--- config.mk ---
export PLATFORM = sky130hd
export DESIGN_NAME = sram_arbiter
export DESIGN_NICKNAME = d
export VERILOG_FILES = /design/src/rtl/sram_arbiter.sv
export SDC_FILE = /design/constraint.sdc
export NUM_CORES = 1
export LEC_CHECK = 0
export ABC_CLOCK_PERIOD_IN_PS = 1540
export CAP_MARGIN = 20
export CORE_ASPECT_RATIO = 0.6
export CORE_MARGIN = 3
export CORE_UTILIZATION = 38
export DETAILED_ROUTE_END_ITERATION = 16
export GPL_ROUTABILITY_DRIVEN = 0
export PLACE_DENSITY_LB_ADDON = 0.2
export REMOVE_ABC_BUFFERS = 1
export SLEW_MARGIN = 0
export SYNTH_ARGS = -nofsm -noshare
export SYNTH_HDL_FRONTEND = slang
export SYNTH_SLANG_ARGS = --single-unit
--- constraint.sdc ---
create_clock -name clk -period 1.54 [get_ports clk]
set_input_delay 0.308 -clock clk [delete_from_list [all_inputs] [get_ports clk]]
set_output_delay 0.308 -clock clk [all_outputs]
set_load 0.005 [all_outputs]
--- src/rtl/sram_arbiter.sv ---
`default_nettype none
// ============================================================================
// Module   : sram_arbiter
// Brief    : Round-robin, whole-transaction arbiter that shares one SRAM
//            controller between the data-cache path (port 0) and the
//            loader/debug path (port 1). Optional watchdog: SRAM_ARB_TIMEOUT_EN.
// Revision : 1.0 - initial release
// ============================================================================
module sram_arbiter #(
    parameter int ADDR_W      = 32,
    parameter int DATA_W      = 32,
    parameter int RDATA_W     = 64,
    parameter int TIMEOUT_CYC = 255
) (
    input  logic               clk,
    input  logic               rst,
    input  logic               wrEn0,
    input  logic               rdEn0,
    input  logic [ADDR_W-1:0]  address0,
    input  logic [DATA_W-1:0]  writeData0,
    output logic [RDATA_W-1:0] readData0,
    output logic               ready0,
    input  logic               wrEn1,
    input  logic               rdEn1,
    input  logic [ADDR_W-1:0]  address1,
    input  logic [DATA_W-1:0]  writeData1,
    output logic [RDATA_W-1:0] readData1,
    output logic               ready1,
    output logic               sramWrEn,
    output logic               sramRdEn,
    output logic [ADDR_W-1:0]  sramAddress,
    output logic [DATA_W-1:0]  sramWriteData,
    input  logic [RDATA_W-1:0] sramReadData,
    input  logic               sramReady,
    output logic               timeoutErr
);

    typedef enum logic [1:0] {
        ST_IDLE    = 2'd0,
        ST_BUSY    = 2'd1,
        ST_RELEASE = 2'd2
    } state_t;

    state_t             r_state;
    logic               r_grant;
    logic               r_last_grant;
    logic               r_busy_seen;
    logic               r_done0;
    logic               r_done1;

    logic               w_req0;
    logic               w_req1;
    logic               w_pick1;
    logic               w_sel_wr;
    logic [ADDR_W-1:0]  w_sel_addr;
    logic [DATA_W-1:0]  w_sel_data;
    logic               w_finish;
    logic               w_expire;

    if (TIMEOUT_CYC < 1) begin : g_timeout_check
        $error("sram_arbiter: TIMEOUT_CYC must be at least 1");
    end

    assign w_req0 = wrEn0 | rdEn0;
    assign w_req1 = wrEn1 | rdEn1;

    // On contention the port that did not win last time is served.
    assign w_pick1    = w_req1 & (~w_req0 | ~r_last_grant);
    assign w_sel_wr   = w_pick1 ? wrEn1      : wrEn0;
    assign w_sel_addr = w_pick1 ? address1   : address0;
    assign w_sel_data = w_pick1 ? writeData1 : writeData0;

    // The controller is still sampling the enable during the first BUSY cycle.
    assign w_finish = r_busy_seen & sramReady;

    assign ready0 = ~w_req0 | r_done0;
    assign ready1 = ~w_req1 | r_done1;

`ifdef SRAM_ARB_TIMEOUT_EN
    localparam int c_CNT_W = ($clog2(TIMEOUT_CYC) > 8) ? $clog2(TIMEOUT_CYC) : 8;
    localparam logic [c_CNT_W-1:0] c_CNT_LAST = c_CNT_W'(TIMEOUT_CYC - 1);

    logic [c_CNT_W-1:0] r_timer;
    logic               r_timeout_err;

    assign w_expire   = ~w_finish & (r_timer == c_CNT_LAST);
    assign timeoutErr = r_timeout_err;

    always_ff @(posedge clk or negedge rst) begin
        if (!rst) begin
            r_timer       <= '0;
            r_timeout_err <= 1'b0;
        end else begin
            r_timeout_err <= (r_state == ST_BUSY) & w_expire;
            if (r_state == ST_BUSY) begin
                r_timer <= r_timer + 1'b1;
            end else begin
                r_timer <= '0;
            end
        end
    end
`else
    assign w_expire   = 1'b0;
    assign timeoutErr = 1'b0;
`endif

    always_ff @(posedge clk or negedge rst) begin
        if (!rst) begin
            r_state       <= ST_IDLE;
            r_grant       <= 1'b0;
            r_last_grant  <= 1'b1;
            r_busy_seen   <= 1'b0;
            r_done0       <= 1'b0;
            r_done1       <= 1'b0;
            sramWrEn      <= 1'b0;
            sramRdEn      <= 1'b0;
            sramAddress   <= '0;
            sramWriteData <= '0;
            readData0     <= '0;
            readData1     <= '0;
        end else begin
            case (r_state)
                ST_IDLE: begin
                    if (w_req0 | w_req1) begin
                        sramAddress   <= w_sel_addr;
                        sramWriteData <= w_sel_data;
                        sramWrEn      <= w_sel_wr;
                        sramRdEn      <= ~w_sel_wr;
                        r_grant       <= w_pick1;
                        r_last_grant  <= w_pick1;
                        r_busy_seen   <= 1'b0;
                        r_state       <= ST_BUSY;
                    end
                end
                ST_BUSY: begin
                    r_busy_seen <= 1'b1;
                    if (w_finish | w_expire) begin
                        sramWrEn <= 1'b0;
                        sramRdEn <= 1'b0;
                        if (r_grant) begin
                            r_done1 <= 1'b1;
                            if (w_expire) begin
                                readData1 <= '1;
                            end else if (sramRdEn) begin
                                readData1 <= sramReadData;
                            end
                        end else begin
                            r_done0 <= 1'b1;
                            if (w_expire) begin
                                readData0 <= '1;
                            end else if (sramRdEn) begin
                                readData0 <= sramReadData;
                            end
                        end
                        r_state <= ST_RELEASE;
                    end
                end
                ST_RELEASE: begin
                    r_done0 <= 1'b0;
                    r_done1 <= 1'b0;
                    r_state <= ST_IDLE;
                end
                default: begin
                    r_state <= ST_IDLE;
                end
            endcase
        end
    end

endmodule
`default_nettype wire

Yosys cells after proc, flatten, opt, wreduce, memory -nomap -nowiden
Index checks and enable logic that the tools add are counted.
Operators by class
  reduce and logical (&&, ||, !) cells: 11
  equal/unequal tests: 6
  muxes and demuxes: 19
  bitwise gates (word level): 13
Operator list (count)
  two-way mux 32 bit: 2
  one-hot mux 1 bit (2 select lines): 5
  two-way mux 1 bit: 9
  AND reduction 3 bit: 3
  inequality test 2 bit (second input constant): 4
  AND reduction 4 bit: 2
  OR 1 bit: 6
  AND reduction 2 bit: 3
  NOT 1 bit: 5
  two-way mux 2 bit: 2
  one-hot mux 2 bit (2 select lines): 1
  nonzero test 2 bit: 2
  bitwise AND 1 bit: 2
  equality test 2 x 1 -> 1 bit (second input constant): 1
  equality test 2 bit (second input constant): 1
  logical NOT 2 bit: 1
Storage, ports and cells
  bits of input ports: 199
  flip-flop bits (word level): 201

Logic depth before layout (Yosys ltp)
  word-level depth: 8
  mapped depth: 6

Worst setup path after synthesis
No wires, ideal clock.
  path type: register to register
  from: register r_state[1]
  to: register readData0[0]
  library setup time: 0.125 ns
  data required time: 1.415 ns
  arrival: 1.500 ns
  period minus slack after synthesis: 1.625 ns
  stages on the path, launching flop included: 6
  path buffers: 2
  setup slack: -0.085 ns
  path through: dfrtp_1 nand4b_2 nor3b_1 buf_4 buf_6 mux2_2
Between the ends
  word-level cells in the longest chain between the ends: 2
RTL lines
  start, declared: RTL line 44  | state_t r_state;
  start signal, assigned: RTL line 109  | r_state <= ST_IDLE;
  start signal, assigned: RTL line 132  | r_state <= ST_BUSY;
  start signal, assigned: RTL line 155  | r_state <= ST_RELEASE;
  equality test 2 x 1 -> 1 bit: RTL line 122  | case (r_state)
  AND reduction 4 bit (no source line)
  end signal, assigned: RTL line 152  | readData0 <= sramReadData;
  end, declared: RTL line 21  | output logic [RDATA_W-1:0] readData0,
No other way between the ends.
A chain may end at the register's enable or synchronous reset.

Worst setup path in the final report
  from: register r_state[1]
  to: register sramWriteData[25]
Between the ends
  word-level cells in the longest chain between the ends: 2
RTL lines
  logical NOT 2 bit: RTL line 122
  AND reduction 2 bit (no source line)
  end signal, assigned: RTL line 126  | sramWriteData <= w_sel_data;
  end, declared: RTL line 32  | output logic [DATA_W-1:0] sramWriteData,
No other way between the ends.

==> impl_results.html <==
<table>
<tr><th>Metric</th><th>Value</th></tr>
<tr><th colspan="2">Routing</th></tr>
<tr><td>Remaining DRCs</td><td>0</td></tr>
<tr><td>Routed length per placed instance</td><td>23.60 um</td></tr>
<tr><td>Number of vias after detailed routing</td><td>7465</td></tr>
<tr><td>Residual antenna-violating net count after detailed routing</td><td>0</td></tr>
<tr><td>Wire length reported by the detailed router</td><td>32110 um</td></tr>
<tr><td>Drt via density</td><td>5.485</td></tr>
<tr><td>1st-pass router iterations</td><td>5</td></tr>
<tr><td>Number of violations reported at the end of detailed-routing iteration 0</td><td>389</td></tr>
<tr><th colspan="2">Global routing</th></tr>
<tr><td>Overflow after GRT</td><td>0</td></tr>
<tr><td>Maximum number of pins on one net before global-route repair</td><td>66</td></tr>
<tr><td>Antenna violations before repair</td><td>0</td></tr>
<tr><td>First-pass GRT wire length</td><td>47780 um</td></tr>
<tr><td>Via count of the first global-routing pass</td><td>8067</td></tr>
<tr><td>GRT Resource Usage Total</td><td>0.2520</td></tr>
<tr><th colspan="2">Logic synthesis</th></tr>
<tr><td>Biggest area contributors in the synthesized netlist</td><td>dfrtp_1 59%, mux2_2 9.1%, mux2_1 7.9%, a2bb2oi_1 6.6%, a311oi_1 6.6%</td></tr>
<tr><td>Synthesized area per cell</td><td>13.81 um2</td></tr>
<tr><td>Sequential-to-total area share from yosys stat</td><td>0.5912</td></tr>
<tr><td>Post-synth cell types</td><td>33</td></tr>
<tr><td>Syn Inst Count</td><td>616</td></tr>
<tr><td>Number of synthesized flops with an enable pin</td><td>0</td></tr>
<tr><td>Top cell type's share of synthesized area</td><td>0.5881</td></tr>
<tr><td>Yosys warning total</td><td>0</td></tr>
<tr><td>Share of synthesized registers carrying an async set or reset</td><td>1.000</td></tr>
<tr><td>Area of the mapped netlist</td><td>8509 um2</td></tr>
<tr><td>Count of state elements after synthesis</td><td>201</td></tr>
<tr><td>Biggest area consumer among synthesized cells</td><td>dfrtp_1</td></tr>
<tr><td>Ys flop type</td><td>dfrtp_1</td></tr>
<tr><th colspan="2">Clock tree</th></tr>
<tr><td>Number of CTS-inserted buffers</td><td>20</td></tr>
<tr><td>CTS HTree Levels</td><td>1</td></tr>
<tr><td>Root buffer cell</td><td>clkbuf_16</td></tr>
<tr><td>Clk Latency, worst-skew pair</td><td>490 ps</td></tr>
<tr><td>Clk sinks</td><td>201</td></tr>
<tr><td>Maximum clock insertion buffer count</td><td>3</td></tr>
<tr><td>CTS tree</td><td>built</td></tr>
<tr><td>Clock-pin slew reported for the worst setup and hold paths after clock tree synthesis</td><td>70 ps</td></tr>
<tr><th colspan="2">Layout</th></tr>
<tr><td>Share of the core filled with cells</td><td>0.7118</td></tr>
<tr><td>Ant diodes</td><td>0</td></tr>
<tr><td>Share of layout cells above drive strength 1</td><td>0.2911</td></tr>
<tr><td>Net count of the finished layout</td><td>1267</td></tr>
<tr><td>Syn-to-layout area delta</td><td>79.80%</td></tr>
<tr><th colspan="2">STA</th></tr>
<tr><td>Maximum achievable frequency</td><td>593.4 MHz</td></tr>
<tr><td>RSZ-0062 raised after global routing</td><td>yes</td></tr>
<tr><td>Final hold violation count</td><td>0</td></tr>
<tr><td>Final hold slack</td><td>356.1 ps</td></tr>
<tr><td>Final setup vio count</td><td>187</td></tr>
<tr><td>Worst-margin pin slew</td><td>574.7 ps</td></tr>
<tr><td>Max-slew violation count</td><td>0</td></tr>
<tr><td>Minimum clock period</td><td>1685 ps</td></tr>
<tr><td>Final Skew</td><td>8.906 ps</td></tr>
<tr><td>Ratio of final minimum period to clock period</td><td>1.094</td></tr>
<tr><td>Relative slew margins</td><td>0.6168</td></tr>
<tr><td>Total negative slack for setup checks</td><td>-16190 ps</td></tr>
<tr><td>Fin worst setup slack</td><td>-145.3 ps</td></tr>
<tr><th colspan="2">Die</th></tr>
<tr><td>Area of the core</td><td>21490 um2</td></tr>
<tr><td>Die area</td><td>24280 um2</td></tr>
<tr><td>Vertical extent of the die</td><td>121.9 um</td></tr>
<tr><td>Number of top-level design ports</td><td>396</td></tr>
<tr><td>Die Width</td><td>199.2 um</td></tr>
<tr><td># rows</td><td>41</td></tr>
<tr><td>Effective utilization at floorplan</td><td>0.3959</td></tr>
<tr><th colspan="2">Worst setup path</th></tr>
<tr><td>Crit path capture type</td><td>flip-flop</td></tr>
<tr><td>Max stage delay cell, worst path</td><td>dfrtp_1</td></tr>
<tr><td>Arr. time, crit path</td><td>2050 ps</td></tr>
<tr><td>CP Cell Sequence</td><td>buf_4 -&gt; or2_4 -&gt; buf_12 -&gt; buf_6 -&gt; buf_16 -&gt; a311oi_2 -&gt; a2bb2oi_2</td></tr>
<tr><td>CP Launch Type</td><td>flip-flop</td></tr>
<tr><td>Critical Path Fanout Max</td><td>5</td></tr>
<tr><td>Critical path's largest stage delay</td><td>390 ps</td></tr>
<tr><td>Required arrival time at the worst endpoint</td><td>1900 ps</td></tr>
<tr><td>CP Class</td><td>flip-flop to flip-flop</td></tr>
<tr><td>Worst reg-to-reg path cell count</td><td>7</td></tr>
<tr><th colspan="2">Status</th></tr>
<tr><td>Status</td><td>finished with violations</td></tr>
<tr><td>Failing checks</td><td>negative setup slack</td></tr>
<tr><th colspan="2">Power</th></tr>
<tr><td>Power per unit of standard cell area</td><td>1903 nW/um2</td></tr>
<tr><td>Worst vdd ir</td><td>0.0009169 V</td></tr>
<tr><td>Tot Pwr</td><td>29.12 mW</td></tr>
<tr><td>Static leakage</td><td>6.668 nW</td></tr>
<tr><th colspan="2">Min path</th></tr>
<tr><td>Tightest Hold Check Type</td><td>input pin to flip-flop</td></tr>
<tr><td>Cell depth of the worst min-delay path</td><td>4</td></tr>
<tr><th colspan="2">Placed design</th></tr>
<tr><td>Final HPWL DP</td><td>20300 um</td></tr>
<tr><td>Port-buffer cells</td><td>394</td></tr>
<tr><th colspan="2">Flow run</th></tr>
<tr><td>MaxCap Viol Count</td><td>0</td></tr>
</table>
[per-stage QoR]
step	instances	area, um2	worst slack, ps
2_1_floorplan	554	8147	-4572
3_3_place_gp	1284	13170	-487.1
3_5_place_dp	1284	13170	-553.5
4_1_cts	1357	14850	-168.2
5_1_grt	1361	15300	-235.1
6_report	1361	15300	-145.3
[final cells by class]
| type | instances | area, um2 |
|---|---|---|
| Clock inverter | 6 | 85.08 |
| Tap cell | 279 | 349.1 |
| Multi-Input combinational cell | 351 | 4036 |
| Inverter | 2 | 7.507 |
| Clock buffer | 30 | 599.3 |
| Timing Repair Buffer | 492 | 5190 |
| Fill cell | 1491 | 6195 |
| Sequential cell | 201 | 5032 |
[final timing paths]
check,from,endpoint,slack (ps)
max,r_state[1],sramWriteData[25],-150
min,rdEn1,sramWrEn,360
max reg2reg,r_state[1],sramWriteData[25],-150
min reg2reg,readData1[9],readData1[9],480
max in group asynchronous,rst,sramWriteData[11],610
min in group asynchronous,rst,sramWriteData[6],380
[where the power goes]
group | internal, mW | total [mW] | switching [mW]
sequential | 7.88 | 9.31 | 1.43
combinational | 8.76 | 14.7 | 5.95
clock | 3.03 | 5.09 | 2.06
[state kept, by name (all words and copies together) (netlist names)]
signal	cells
readData0	64
readData1	64
sramAddress	32
sramWriteData	32
r_state	2
r_busy_seen	1
r_done0	1
r_done1	1
r_grant	1
r_last_grant	1
sramRdEn	1
sramWrEn	1
[worst max-delay path, delay by kind of cell, from the launching register on]
kind,cells,cell delay [ps]
buf+inv,4,570
compound gates,2,300
flops,1,390
simple gates,1,290
[synth_stat cells, types with 2 or more instances]
| cell type | instances |
|---|---|
| mux2_1 | 60 |
| buf_2 | 17 |
| nand2b_1 | 2 |
| o2bb2ai_1 | 3 |
| mux2_2 | 69 |
| clkbuf_1 | 27 |
| nand2_1 | 3 |
| dfrtp_1 | 200 |
| buf_6 | 12 |
| a2bb2oi_1 | 64 |
| a22o_1 | 2 |
| o21ai_0 | 67 |
| buf_4 | 5 |
| a311oi_1 | 64 |
| nor2_1 | 3 |
[logic make-up (layout without fill, tap and decap cells)]
kind of cell / count (synthesis) / count (layout) / share of synthesized area
simple gates: 16 / 16 / 0.01323
mux: 129 / 129 / 0.1707
buf+inv: 64 / 530 / 0.04352
compound gates: 205 / 205 / 0.1809
other cells: 1 / 1 / 0.0004407
flops: 201 / 201 / 0.5912
[layer usage]
layer,share of wire,track usage,up-vias
li1,-,-,3301
met1,0.42,0.3446,3791
met2,0.47,0.4096,314
met3,0.072,0.05556,59
met4,0.030,0.06798,0
met5,0,0,-
[placed cells by master (no fill, tap or decap), types with 3 or more instances in the layout]
cell type and count:
or2_4 3, a311oi_4 11, mux2_4 39, a2bb2oi_1 34, clkbuf_8 5, clkdlybuf4s50_1 193, o21ai_0 65, dlygate4sd2_1 194
buf_16 12, nand2_1 3, mux2_1 55, clkbuf_16 26, a311oi_2 53, clkbuf_1 5, buf_4 37, a2bb2oi_2 30
dfrtp_1 199, buf_6 11, buf_12 30, o2bb2ai_1 3, mux2_2 35
[repair_timing]
item                                    in CTS  in global routing
endpoints found under the setup margin     387                197
pin swaps                                   98                 32
endpoints found under the hold margin       40                  0
gates resized for setup                    337                 68
setup buffers                               24                  2
hold buffers                                 1                  0
gates cloned                                12                  5
Power figures use the tool's default switching activity.
